==> src/rtl/sf_camera_reader.sv <==
// Camera byte-stream reader: synchronizes pclk/vsync/href and packs byte pairs into RGB565 write strobes.
// Optional build macro SF_CAMERA_TEST_PATTERN_EN replaces camera bytes with a {column, row} pattern.
module sf_camera_reader (
  input  logic        clk,
  input  logic        rst,
  input  logic        i_enable,
  input  logic        i_pclk,
  input  logic        i_vsync,
  input  logic        i_href,
  input  logic [7:0]  i_pix_data,
  input  logic        i_wr_full,
  output logic [15:0] o_wr_data,
  output logic        o_wr_stb,
  output logic        o_frame_done,
  output logic [15:0] o_row_count,
  output logic [15:0] o_pixel_count,
  output logic        o_overflow,
  output logic        o_busy
);

  localparam int unsigned CNT_W  = 16;
  localparam int unsigned BYTE_W = 8;
  localparam int unsigned SYNC_W = 3;

  typedef enum logic [2:0] {
    S_IDLE, S_WAIT_FRAME, S_WAIT_LINE, S_CAPTURE, S_DONE
  } state_t;

  state_t state_q, state_d;

  logic [SYNC_W-1:0] pclk_sync_q, pclk_sync_d;
  logic [SYNC_W-1:0] vsync_sync_q, vsync_sync_d;
  logic [SYNC_W-1:0] href_sync_q, href_sync_d;
  logic [BYTE_W-1:0] data1_q, data1_d, data2_q, data2_d;

  logic [BYTE_W-1:0] hi_byte_q, hi_byte_d;
  logic              have_hi_q, have_hi_d;
  logic [CNT_W-1:0]  row_pix_q, row_pix_d;
  logic [CNT_W-1:0]  row_count_q, row_count_d;
  logic [CNT_W-1:0]  pixel_count_q, pixel_count_d;
  logic              overflow_q, overflow_d;
  logic [15:0]       wr_data_q, wr_data_d;
  logic              wr_stb_q, wr_stb_d;
  logic              frame_done_q, frame_done_d;
  logic              busy_q, busy_d;

  logic pclk_ev_c, vs_rise_c, vs_fall_c, href_fall_c, href_lvl_c;
  logic [15:0] pix_word_c;

  function automatic logic [CNT_W-1:0] sat_inc(input logic [CNT_W-1:0] v);
    return (v == '1) ? v : v + CNT_W'(1);
  endfunction

  // Stage [1] is the synchronized level, stage [2] the edge-detect reference.
  always_comb begin
    pclk_sync_d  = {pclk_sync_q[1:0], i_pclk};
    vsync_sync_d = {vsync_sync_q[1:0], i_vsync};
    href_sync_d  = {href_sync_q[1:0], i_href};
    data1_d      = i_pix_data;
    data2_d      = data1_q;
    pclk_ev_c    = pclk_sync_q[1] & ~pclk_sync_q[2];
    vs_rise_c    = vsync_sync_q[1] & ~vsync_sync_q[2];
    vs_fall_c    = ~vsync_sync_q[1] & vsync_sync_q[2];
    href_fall_c  = ~href_sync_q[1] & href_sync_q[2];
    href_lvl_c   = href_sync_q[1];
`ifdef SF_CAMERA_TEST_PATTERN_EN
    pix_word_c   = {row_pix_q[7:0], row_count_q[7:0]};
`else
    pix_word_c   = {hi_byte_q, data2_q};
`endif
  end

  always_ff @(posedge clk or negedge rst) begin
    if (!rst) begin
      state_q <= S_IDLE;
    end else begin
      state_q <= state_d;
    end
  end

  // Disable wins everywhere except DONE, which always finishes its pulse.
  always_comb begin
    state_d = state_q;
    case (state_q)
      S_IDLE:       if (i_enable) state_d = S_WAIT_FRAME;
      S_WAIT_FRAME: if (!i_enable) state_d = S_IDLE;
                    else if (vs_fall_c) state_d = S_WAIT_LINE;
      S_WAIT_LINE:  if (!i_enable) state_d = S_IDLE;
                    else if (vs_rise_c) state_d = S_DONE;
                    else if (pclk_ev_c && href_lvl_c) state_d = S_CAPTURE;
      S_CAPTURE:    if (!i_enable) state_d = S_IDLE;
                    else if (vs_rise_c) state_d = S_DONE;
                    else if (href_fall_c) state_d = S_WAIT_LINE;
      S_DONE:       state_d = i_enable ? S_WAIT_FRAME : S_IDLE;
      default:      state_d = S_IDLE;
    endcase
  end

  always_comb begin
    hi_byte_d     = hi_byte_q;
    have_hi_d     = have_hi_q;
    row_pix_d     = row_pix_q;
    row_count_d   = row_count_q;
    pixel_count_d = pixel_count_q;
    overflow_d    = overflow_q;
    wr_data_d     = wr_data_q;
    wr_stb_d      = 1'b0;
    frame_done_d  = 1'b0;
    busy_d        = (state_d != S_IDLE);

    case (state_q)
      S_WAIT_FRAME: begin
        if (i_enable && vs_fall_c) begin
          row_count_d   = '0;
          pixel_count_d = '0;
          overflow_d    = 1'b0;
          row_pix_d     = '0;
          have_hi_d     = 1'b0;
        end
      end
      S_WAIT_LINE: begin
        if (i_enable) begin
          if (vs_rise_c) begin
            frame_done_d = 1'b1;
          end else if (pclk_ev_c && href_lvl_c) begin
            hi_byte_d = data2_q;
            have_hi_d = 1'b1;
          end
        end
      end
      S_CAPTURE: begin
        if (i_enable) begin
          // Row close (href fall or partial row at vsync) also drops an odd trailing byte.
          if (href_fall_c || vs_rise_c) begin
            row_count_d   = sat_inc(row_count_q);
            pixel_count_d = row_pix_q;
            row_pix_d     = '0;
            have_hi_d     = 1'b0;
            frame_done_d  = vs_rise_c;
          end else if (pclk_ev_c && href_lvl_c) begin
            if (!have_hi_q) begin
              hi_byte_d = data2_q;
              have_hi_d = 1'b1;
            end else begin
              have_hi_d = 1'b0;
              row_pix_d = sat_inc(row_pix_q);
              if (i_wr_full) begin
                overflow_d = 1'b1;
              end else begin
                wr_stb_d  = 1'b1;
                wr_data_d = pix_word_c;
              end
            end
          end
        end
      end
      default: ;
    endcase

    if (!i_enable && state_q != S_DONE) have_hi_d = 1'b0;
  end

  always_ff @(posedge clk or negedge rst) begin
    if (!rst) begin
      pclk_sync_q   <= '0;
      vsync_sync_q  <= '0;
      href_sync_q   <= '0;
      data1_q       <= '0;
      data2_q       <= '0;
      hi_byte_q     <= '0;
      have_hi_q     <= 1'b0;
      row_pix_q     <= '0;
      row_count_q   <= '0;
      pixel_count_q <= '0;
      overflow_q    <= 1'b0;
      wr_data_q     <= '0;
      wr_stb_q      <= 1'b0;
      frame_done_q  <= 1'b0;
      busy_q        <= 1'b0;
    end else begin
      pclk_sync_q   <= pclk_sync_d;
      vsync_sync_q  <= vsync_sync_d;
      href_sync_q   <= href_sync_d;
      data1_q       <= data1_d;
      data2_q       <= data2_d;
      hi_byte_q     <= hi_byte_d;
      have_hi_q     <= have_hi_d;
      row_pix_q     <= row_pix_d;
      row_count_q   <= row_count_d;
      pixel_count_q <= pixel_count_d;
      overflow_q    <= overflow_d;
      wr_data_q     <= wr_data_d;
      wr_stb_q      <= wr_stb_d;
      frame_done_q  <= frame_done_d;
      busy_q        <= busy_d;
    end
  end

  assign o_wr_data     = wr_data_q;
  assign o_wr_stb      = wr_stb_q;
  assign o_frame_done  = frame_done_q;
  assign o_row_count   = row_count_q;
  assign o_pixel_count = pixel_count_q;
  assign o_overflow    = overflow_q;
  assign o_busy        = busy_q;

endmodule
==> config.mk <==
export PLATFORM = sky130hd
export DESIGN_NAME = sf_camera_reader
export DESIGN_NICKNAME = d
export VERILOG_FILES = /design/src/rtl/sf_camera_reader.sv
export SDC_FILE = /design/constraint.sdc
export NUM_CORES = 1
export LEC_CHECK = 0
export BUFFER_PORTS_ARGS = -buffer_cell sky130_fd_sc_hd__buf_2
export CAP_MARGIN = 20
export CORE_MARGIN = 2
export CORE_UTILIZATION = 35
export CTS_BUF_LIST = sky130_fd_sc_hd__clkbuf_8
export DETAILED_ROUTE_END_ITERATION = 6
export PLACE_DENSITY = 0.57
export SKIP_CTS_REPAIR_TIMING = 1
export SYNTH_ARGS = -nofsm -noshare
export SYNTH_HDL_FRONTEND = slang
export SYNTH_SLANG_ARGS = --single-unit
==> constraint.sdc <==
create_clock -name clk -period 2.4 [get_ports clk]
set_input_delay 0.12 -clock clk [delete_from_list [all_inputs] [get_ports clk]]
set_output_delay 0.12 -clock clk [all_outputs]
set_load 0.05 [all_outputs]
==> reports/qor.csv <==
stage,metric,value,unit
critical_path,CP required,2660,ps
min_path,hold_sp,i_enable,
outcome,outcome,"complete, no violations",
clocking,clk_lat worst skew,380,ps
critical_path,reg2reg setup slack,260,ps
routing,DRT iter0 DRCs,111,
power,Total Power,3.016,mW
routing,final WL,9638,um
yosys,dominant cells by area after synthesis,"dfrtp_1 58%, mux2_2 6.0%, nand2_1 4.3%",
placed_design,Placer Congestion,0.8090,
critical_path,R2R depth,5,
clocking,H-tree depth,3,
global_route,first-pass GRT wire length,16190,um
cells_and_area,post-layout util,43.07,%
cells_and_area,nets,513,
yosys,Cells after Synth,410,
yosys,top-area cell type share of the netlist area,57.87,%
min_path,Worst Hold End,o_busy,
placed_design,post-detail-place hpwl,6636,um
yosys,number of flops mapped to enable cells by yosys,0,
floorplan,Die Span X,117.9,um
routing,ANT nets after route,0,
power,Leakage,2.618,nW
timing,max-slew violation count,0,
global_route,pin count of the biggest net entering global routing,63,
floorplan,io pins,67,
yosys,post-synthesis mux area share,6.393,%
critical_path,r2r startpoint,state_q[1],
run,max-cap violation count,0,
power,Worst VDD drop,282.9,uV
floorplan,area of the die,13900,um^2
floorplan,Die Y,117.9,um
clocking,Clock Path Buffers,2,
timing,worst setup margin,257.0,ps
min_path,Hold WC Path Type,in2reg,
clocking,TritonCTS clock tree,yes,
yosys,Main synth FF type,dfrtp_1,
yosys,#FFs+latches synth,105,
cells_and_area,area of the multi-input gates,1800,um^2
critical_path,reg2reg end,o_row_count[11],
yosys,XOR/XNOR share of the synthesized area,1.157,%
yosys,YS warnings,0,
floorplan,# rows,41,
clocking,CTS root buffer,clkbuf_8,
timing,Final Skew,10.43,ps
yosys,"count leader, synth",dfrtp_1,
critical_path,CP endpoint kind,register,
cells_and_area,synthesis-to-layout area growth,19.70,%
routing,Vias,3377,
routing,detailed-route DRC error count,0,
cells_and_area,ant diodes,0,
global_route,GR Overflow Total,0,
critical_path,CP Class,reg2reg,
power,Pwr per Cell Area,554.9,nW/um^2
timing,Tmin final,2143,ps
timing,Worst slew margin,56.99,%
floorplan,Initial Utilization,35.98,%
yosys,distinct cell type count after synthesis,53,
yosys,"top cells by count, synth","105 x dfrtp_1, 52 x nand2_1, 31 x nand3_1",
placed_design,DP Cell Count,644,
clocking,"Reg clk slew, reported paths",100,ps
timing,final setup vio count,0,
timing,FMAX,0.4666,GHz
routing,routed wire length per instance,14.32,um
timing,worst slew pin tran,642.3,ps
global_route,initial antenna violation count,0,
global_route,Tot GR Track Use,14.31,%
routing,1st-pass router iterations,4,
timing,setup_tns,0,ps
yosys,Syn Area/Cell,11.07,um^2
yosys,post-synthesis adder-cell area fraction,0.5511,%
placed_design,# port buffers,66,
yosys,asr flop ratio synth,100.0,%
placed_design,Area after DPL,5127,um^2
placed_design,dpl ws,276.2,ps
cells_and_area,Final Instance Area,5435,um^2
routing,vias per cell,5.018,
cells_and_area,layout cells sized above 1,25.95,%
yosys,sequential-to-total area share from yosys stat,57.87,%
critical_path,CP arrival,2410,ps
cells_and_area,Reg area,2628,um^2
floorplan,Core ar.,12620,um^2
yosys,Simple-Gate Fraction of Synth Area,20.03,%
cells_and_area,fill cell count,1263,
yosys,Synth Area in Compound Gates,11.52,%
timing,Final Hold Slack,71.14,ps
timing,RSZ-0062 raised after global routing,no,
cells_and_area,fin cells,673,
timing,part of the cycle the worst path needs,89.29,%
yosys,Mapped Nets,427,
clocking,Num CTS Buffers,9,
critical_path,"Max FO, Critical Path",14,
global_route,vias in the first global route,3295,
yosys,combinational family with the most area after synthesis,simple AND/OR/NAND/NOR gates,
timing,Fin. Hold Viols,0,
yosys,Post-Syn Area,4541,um^2
yosys,post-synth top area cell,dfrtp_1,
min_path,hold path cells,2,
clocking,clk sinks,105,
critical_path,critical path startpoint category,register,
-- power breakdown --
group | internal (mW) | total, mW | switching (mW)
combinational | 0.0651 | 0.164 | 0.0991
sequential | 1.81 | 1.84 | 0.0297
clock | 0.389 | 1.01 | 0.626
total | 2.26 | 3.02 | 0.754
-- worst max-delay path by stage --
stage / from / endpoint / cells past startpoint
after detailed placement: state_q[1] / o_row_count[11] / 5
after global routing: state_q[1] / o_row_count[11] / 5
after CTS: state_q[1] / o_row_count[11] / 5
final: state_q[1] / o_row_count[11] / 5
after floorplan: o_row_count[0] / o_row_count[3] / 7
after global placement: vsync_sync_q[1] / hi_byte_q[7] / 6
-- layout make-up --
class                   count  area share (%)
inverters                   7          0.4834
clock buffers               9           2.279
well taps                 172           3.959
repair buffers             94           10.82
clock inverters             7          0.9899
multi-input cells         279           33.13
flip-flops and latches    105           48.34
-- kinds of logic (layout without fill, tap and decap cells) --
logic type	Yosys count	in the layout
adders and majority gates	2	2
muxes	26	26
and+or+nand+nor	170	170
xor gates and xnor gates	6	6
DFF	105	105
buffers and inverters	26	117
AOI/OAI and AO/OA	75	75
-- per-layer routing --
metal  GRT usage (%)  up-vias  share of wire [%]
li1                -     1653                  -
met1           19.40     1652                 48
met2           22.60       59                 48
met3           2.616       13                2.7
met4           5.949        0                1.7
met5               0        -                  0
-- cells in the final DEF (no fill, tap or decap), types with 6 or more instances in the layout --
master	Yosys	final
buf_2	5	65
dfrtp_1	105	105
clkbuf_8	0	9
or3_1	11	11
nor3_1	6	6
mux2_2	24	24
o31ai_1	14	14
and2_1	7	7
inv_1	7	8
xnor2_1	6	6
a21oi_1	15	15
nand3_1	31	31
buf_4	2	15
o21ai_0	22	22
nor2_1	17	17
dlygate4sd3_1	0	13
nand2_1	52	52
-- flip-flops by register name (all words and copies together), names as in the netlist --
name,flops
o_pixel_count,16
o_row_count,16
o_wr_data,16
row_pix_q,16
data1_q,8
data2_q,8
hi_byte_q,8
href_sync_q,3
pclk_sync_q,3
state_q,3
vsync_sync_q,3
have_hi_q,1
o_busy,1
o_frame_done,1
o_overflow,1
o_wr_stb,1
-- critical path, stage by stage (launching register included) --
cell       delay, ps
dfrtp_1          580
and3b_1          290
o211ai_1         300
a2111oi_1        630
xnor2_1          180
nor2_1            60
Power figures use the tool's default switching activity.
